File: src/rtl/riscv_pkg.sv
// Shared RISC-V encoding types: immediate formats, error codes, immediate limits.
package riscv_pkg;

  localparam int unsigned INSTR_W = 32;
  localparam int unsigned IMM_W   = 32;
  localparam int unsigned COUNT_W = 16;

  // Same coding as the core's ImmSrc select
  typedef enum logic [1:0] {
    FMT_I = 2'b00,
    FMT_S = 2'b01,
    FMT_B = 2'b10,
    FMT_J = 2'b11
  } fmt_e;

  localparam logic [1:0] ERR_NONE  = 2'b00;
  localparam logic [1:0] ERR_RANGE = 2'b01;
  localparam logic [1:0] ERR_ALIGN = 2'b10;
  localparam logic [1:0] ERR_BOTH  = 2'b11;

  // Signed immediate limits; B/J limits are byte offsets with bit 0 clear
  localparam logic signed [IMM_W-1:0] IMM_IS_MIN = -32'sd2048;
  localparam logic signed [IMM_W-1:0] IMM_IS_MAX =  32'sd2047;
  localparam logic signed [IMM_W-1:0] IMM_B_MIN  = -32'sd4096;
  localparam logic signed [IMM_W-1:0] IMM_B_MAX  =  32'sd4094;
  localparam logic signed [IMM_W-1:0] IMM_J_MIN  = -32'sd1048576;
  localparam logic signed [IMM_W-1:0] IMM_J_MAX  =  32'sd1048574;

  // One encode request
  typedef struct packed {
    fmt_e             fmt;
    logic [6:0]       opcode;
    logic [4:0]       rd;
    logic [4:0]       rs1;
    logic [4:0]       rs2;
    logic [2:0]       funct3;
    logic [IMM_W-1:0] imm;
  } req_t;

endpackage

File: src/rtl/imm_pack.sv
// Combinational instruction packer: places the immediate and register fields
// for the selected format and flags out-of-range or misaligned immediates.
module imm_pack
  import riscv_pkg::*;
(
  input  req_t               req,
  output logic [INSTR_W-1:0] instr_c,
  output logic [1:0]         err_c
);

  logic signed [IMM_W-1:0] imm_s;
  logic                    range_bad;
  logic                    align_bad;

  assign imm_s = $signed(req.imm);

  // Format mux and range/alignment check
  always_comb begin
    instr_c   = '0;
    range_bad = 1'b0;
    align_bad = 1'b0;
    unique case (req.fmt)
      FMT_I: begin
        instr_c   = {req.imm[11:0], req.rs1, req.funct3, req.rd, req.opcode};
        range_bad = (imm_s < IMM_IS_MIN) || (imm_s > IMM_IS_MAX);
      end
      FMT_S: begin
        instr_c   = {req.imm[11:5], req.rs2, req.rs1, req.funct3, req.imm[4:0], req.opcode};
        range_bad = (imm_s < IMM_IS_MIN) || (imm_s > IMM_IS_MAX);
      end
      FMT_B: begin
        instr_c   = {req.imm[12], req.imm[10:5], req.rs2, req.rs1, req.funct3,
                     req.imm[4:1], req.imm[11], req.opcode};
        range_bad = (imm_s < IMM_B_MIN) || (imm_s > IMM_B_MAX);
        align_bad = req.imm[0];
      end
      FMT_J: begin
        instr_c   = {req.imm[20], req.imm[10:1], req.imm[11], req.imm[19:12], req.rd, req.opcode};
        range_bad = (imm_s < IMM_J_MIN) || (imm_s > IMM_J_MAX);
        align_bad = req.imm[0];
      end
    endcase
    err_c = {align_bad, range_bad};
  end

endmodule

File: src/rtl/instr_encoder.sv
// Streaming instruction encoder: two-stage valid/ready pipeline that packs
// request fields into instruction words, tags each with an incrementing
// address, and drops illegal requests with a one-cycle error pulse.
module instr_encoder
  import riscv_pkg::*;
#(
  parameter int unsigned ADDR_W    = 32,
  parameter int unsigned ADDR_STEP = 4
) (
  input  logic               clk,
  input  logic               rst_n,
  input  logic               start,
  input  logic [ADDR_W-1:0]  base_addr,
  input  logic               in_valid,
  output logic               in_ready,
  input  logic [1:0]         in_fmt,
  input  logic [6:0]         in_opcode,
  input  logic [4:0]         in_rd,
  input  logic [4:0]         in_rs1,
  input  logic [4:0]         in_rs2,
  input  logic [2:0]         in_funct3,
  input  logic [IMM_W-1:0]   in_imm,
  output logic               out_valid,
  input  logic               out_ready,
  output logic [INSTR_W-1:0] out_instr,
  output logic [ADDR_W-1:0]  out_addr,
  output logic               err_valid,
  output logic [1:0]         err_code,
  output logic [COUNT_W-1:0] count
);

  localparam logic [COUNT_W-1:0] COUNT_MAX = {COUNT_W{1'b1}};

  req_t               req_c;
  logic [INSTR_W-1:0] enc_instr_c;
  logic [1:0]         enc_err_c;

  logic               s1_valid;
  logic [INSTR_W-1:0] s1_instr;
  logic [1:0]         s1_err;
  logic [ADDR_W-1:0]  counter;

  logic               stall_c;
  logic               accept_c;
  logic               s1_good_c;
  logic               adv_c;
  logic               reject_c;
  logic [ADDR_W-1:0]  addr_sel_c;

  // Gather the request ports into one payload
  always_comb begin
    req_c        = '0;
    req_c.fmt    = fmt_e'(in_fmt);
    req_c.opcode = in_opcode;
    req_c.rd     = in_rd;
    req_c.rs1    = in_rs1;
    req_c.rs2    = in_rs2;
    req_c.funct3 = in_funct3;
    req_c.imm    = in_imm;
  end

  imm_pack u_imm_pack (
    .req     (req_c),
    .instr_c (enc_instr_c),
    .err_c   (enc_err_c)
  );

  assign stall_c    = out_valid & ~out_ready;
  assign in_ready   = ~stall_c;
  assign accept_c   = in_valid & ~stall_c;
  assign s1_good_c  = s1_valid & (s1_err == ERR_NONE);
  assign adv_c      = ~stall_c & s1_good_c;
  assign reject_c   = ~stall_c & s1_valid & (s1_err != ERR_NONE);
  // A start in the same cycle as an advance gives the advancing word base_addr
  assign addr_sel_c = start ? base_addr : counter;

  // Stage 1: capture encoded word and check result
  always_ff @(posedge clk or negedge rst_n) begin
    if (!rst_n) begin
      s1_valid <= 1'b0;
      s1_instr <= '0;
      s1_err   <= ERR_NONE;
    end else if (!stall_c) begin
      s1_valid <= accept_c;
      if (accept_c) begin
        s1_instr <= enc_instr_c;
        s1_err   <= enc_err_c;
      end
    end
  end

  // Stage 2: output register, held while downstream stalls
  always_ff @(posedge clk or negedge rst_n) begin
    if (!rst_n) begin
      out_valid <= 1'b0;
      out_instr <= '0;
      out_addr  <= '0;
    end else if (!stall_c) begin
      out_valid <= s1_good_c;
      if (s1_good_c) begin
        out_instr <= s1_instr;
        out_addr  <= addr_sel_c;
      end
    end
  end

  // Address counter and saturating emitted-word count
  always_ff @(posedge clk or negedge rst_n) begin
    if (!rst_n) begin
      counter <= '0;
      count   <= '0;
    end else if (adv_c) begin
      counter <= addr_sel_c + ADDR_W'(ADDR_STEP);
      if (start) begin
        count <= COUNT_W'(1);
      end else if (count != COUNT_MAX) begin
        count <= count + COUNT_W'(1);
      end
    end else if (start) begin
      counter <= base_addr;
      count   <= '0;
    end
  end

  // Error pulse as a rejected request leaves stage 1; code held until the next one
  always_ff @(posedge clk or negedge rst_n) begin
    if (!rst_n) begin
      err_valid <= 1'b0;
      err_code  <= ERR_NONE;
    end else begin
      err_valid <= reject_c;
      if (reject_c) begin
        err_code <= s1_err;
      end
    end
  end

endmodule
File: config.mk
export PLATFORM = sky130hd
export DESIGN_NAME = instr_encoder
export DESIGN_NICKNAME = d
export VERILOG_FILES = /design/src/rtl/riscv_pkg.sv /design/src/rtl/imm_pack.sv /design/src/rtl/instr_encoder.sv
export SDC_FILE = /design/constraint.sdc
export NUM_CORES = 1
export LEC_CHECK = 0
export CORE_AREA = 8 8 135 137
export DETAILED_ROUTE_END_ITERATION = 10
export DIE_AREA = 0 0 143 145
export DONT_BUFFER_PORTS = 1
export GPL_TIMING_DRIVEN = 0
export PLACE_DENSITY = 0.65
export SKIP_CTS_REPAIR_TIMING = 1
export SYNTH_ARGS = -nofsm -noshare
export SYNTH_HDL_FRONTEND = slang
export SYNTH_SLANG_ARGS = --single-unit
File: constraint.sdc
create_clock -name clk -period 2.25 [get_ports clk]
set_input_delay 0.3375 -clock clk [delete_from_list [all_inputs] [get_ports clk]]
set_output_delay 0.3375 -clock clk [all_outputs]
set_load 0.02 [all_outputs]
==> run_results.csv <==
group,metric,value,unit
power,p_int,5789,uW
route,drtPass1Iterations,4,
power,power.switching,3209,uW
route,vias,5160,
worst_setup_path,max_stage_delay,0.62,ns
run,cap_violations,0,
sta,rsz0062_at_grt,"true",
synth,synth-seq-area-share,54.39,%
synth,synth.area.top_cells,"dfrtp_1, nand2_1, mux2i_1",
cts,cts.clk_slew.worst_paths,0.06,ns
worst_setup_path,worst_setup_path_start_kind,"input port",
worst_setup_path,arrival,2.66,ns
cts,cts_buffers,17,
worst_setup_path,worstPathRequired,2.59,ns
worst_setup_path,critical_path.max_fanout,12,
cells_and_area,antenna_cells,0,
worst_setup_path,end_kind,"flip-flop",
sta,fmax,431.4,MHz
cells_and_area,final_util,50.60,%
power,p_leak,0.003666,uW
cells_and_area,drive_above_1_share,15.62,%
worst_setup_path,crit_type,"in2reg",
floorplanning,die_y,145,um
place,place_hpwl,13780,um
synth,synth-async-reset-ratio,100.0,%
synth,syn-num-nets,784,
sta,slew_headroom,40.23,%
cells_and_area,nNetsFinal,815,
sta,finalSetupViolations,2,
route,wl,18980,um
cts,ctsRootBufferMaster,"clkbuf_16",
route,viasPerCell,5.432,
grt,grt_max_degree,152,
grt,grt_use_total,18.48,%
floorplanning,rows,47,
power,p_comb_share,13.8,%
cells_and_area,syn_to_final_growth,17.77,%
cts,cts.sinks,151,
worst_setup_path,path_delay_family,"simple AND/OR/NAND/NOR gates",
synth,synth_largest_area_cell,"dfrtp_1",
min_path,hp-class,"in2async",
synth,ys_warn_count,0,
cts,htreeDepth,4,
power,p_per_area,1100,mW/mm^2
floorplanning,io_pins,181,
synth,syn_avg_cell_area,10.13,sq um
sta,tightestPinTransition,0.8936,ns
synth,synth-edff-count,0,
synth,ys_ff_latch,151,
grt,grt_pass1_vias,5559,
power,pwr-share-clk,32.9,%
floorplanning,die_width,143,um
worst_setup_path,crit_top_cell,"buf_12",
worst_setup_path,crit_path_cell_trace,"buf_8 -> buf_12 -> buf_12 -> buf_16 -> mux2i_4 -> inv_2 -> ha_4 -> a21boi_2 -> nand4_1 -> or4b_4 -> nor4b_4 -> xnor2_1",
grt,grt_first_pass_wirelength,30070,um
floorplanning,core_area,0.01617,sq mm
place,gp_congestion,0.8415,
place,dp_slack,-0.9722,ns
sta,post-route-period-util,103.0,%
sta,hold_viol,151,
sta,timing.hold.ws,-0.3808,ns
worst_setup_path,crit_slowest_cell,"or4b_4",
synth,yosysUniqueCellTypes,49,
sta,setup_slack,-0.06818,ns
sta,drv_slew,0,
cts,clk_latency,0.42,ns
route,drc,0,
grt,antenna_found_initial,0,
floorplanning,initial_core_util,42.96,%
synth,synth_ff_type,"dfrtp_1",
power,pwr-share-seq,53.4,%
cts,clock_path_buffers,2,
outcome,status,"finished with violations",
place,numPortBuffers,0,
synth,synth_top_cell_area_share,54.39,%
floorplanning,fp.dieArea,0.02074,sq mm
sta,clock_skew,0.009982,ns
cts,cts_tree,"built",
grt,grt_overflow,0,
synth,syn_area,0.006948,sq mm
worst_setup_path,path_buf_inv,5,
power,p_sw_share,35.66,%
route,post_drt_wl_per_cell,19.97,um
sta,min_period,2.318,ns
route,drtAntennaViolNets,0,
power,max-vdd-ir-drop,500.0,uV
outcome,violations,"negative hold slack, negative setup slack",
synth,synthCells,686,
route,first_iter_violations,262,
==> registers in the layout (all words and copies together), names as in the netlist <==
name	flops
out_addr	32
out_instr	32
s1_err	2
counter	32
count	16
s1_instr	32
out_valid	1
s1_valid	1
err_valid	1
err_code	2
==> per-layer routing <==
layer | track usage [%] | vias to the layer above | wire length [um]
met5 | 0 | - | 0
met2 | 29.58 | 194 | 9078
met1 | 21.19 | 2537 | 7443
met4 | 6.752 | 0 | 376
met3 | 8.465 | 28 | 2076
li1 | - | 2401 | -
==> cells by family after synthesis <==
| kind of cell | after synthesis | share of synthesized area [%] |
|---|---|---|
| buf+inv | 38 | 2.593 |
| compound gates | 88 | 7.365 |
| simple gates | 300 | 20.19 |
| fa+ha+maj | 2 | 0.3601 |
| mux | 62 | 9.436 |
| flops | 151 | 54.38 |
| xor+xnor | 45 | 5.673 |
==> cell type report <==
cell class                      count  area, sq um
Buffer                             32        219.0
Fill cell                        1466         7989
Tap cell                          220        275.3
Timing Repair Buffer               15        137.6
Sequential cell                   151         3782
Clock inverter                     13        170.2
Clock buffer                       19        442.9
Inverter                            3        11.26
Multi-Input combinational cell    497         3144
==> stage by stage <==
step	instance area, sq um	cells	setup TNS, ns	power (uW)
final	8183	950	-0.1056	8999
after global routing	8183	950	-0.6823	9522
after CTS	7898	938	-15.92	9059
after detailed placement	7284	906	-18.92	6076
after global placement	7284	906	-15.37	5999
after floorplan	7009	686	-3.683	5558
==> path summary, 6_finish.rpt <==
path,start,endpoint,slack [ns],cells after the start
max,start,counter[26],-0.07,12
min,rst_n,counter[16],-0.38,0
max reg2reg,out_valid,counter[26],-0.04,7
min in group clk,in_opcode[6],s1_instr[6],0.07,1
min reg2reg,s1_instr[28],out_instr[28],0.46,2
max in group asynchronous,rst_n,out_valid,2.27,0
==> power by group through the flow <==
stage | sequential, uW | clock, uW | combinational (uW)
finish | 4800 | 2960 | 1240
global route | 4920 | 3160 | 1440
CTS | 4830 | 3020 | 1210
detailed placement | 4870 | 0 | 1210
global placement | 4840 | 0 | 1150
floorplan | 4610 | 0 | 951
==> layout by cell type, fill, tap and decap left out, types with 13 or more instances in the layout <==
cell and instances:
mux2_2 20, o21ai_0 52, clkbuf_1 15, nor2_1 28
xnor2_1 21, a21oi_1 15, clkbuf_16 18, nand4_1 13
xor2_1 24, dfrtp_1 148, mux2i_1 38, nand3_1 15
nand2_1 182
==> cells in the mapped netlist, types with 6 or more instances <==
library cell and n:
nand3_1 15, xnor2_1 21, o21ai_0 52, a21oi_1 16, nand4_1 13, nor2b_1 10, clkbuf_1 22, mux2i_1 39
nor2_1 33, xor2_1 24, nand2_1 182, mux2_2 21, buf_2 6, nor3_1 9, dfrtp_1 151
No activity file was read; power rests on OpenSTA's default activity.
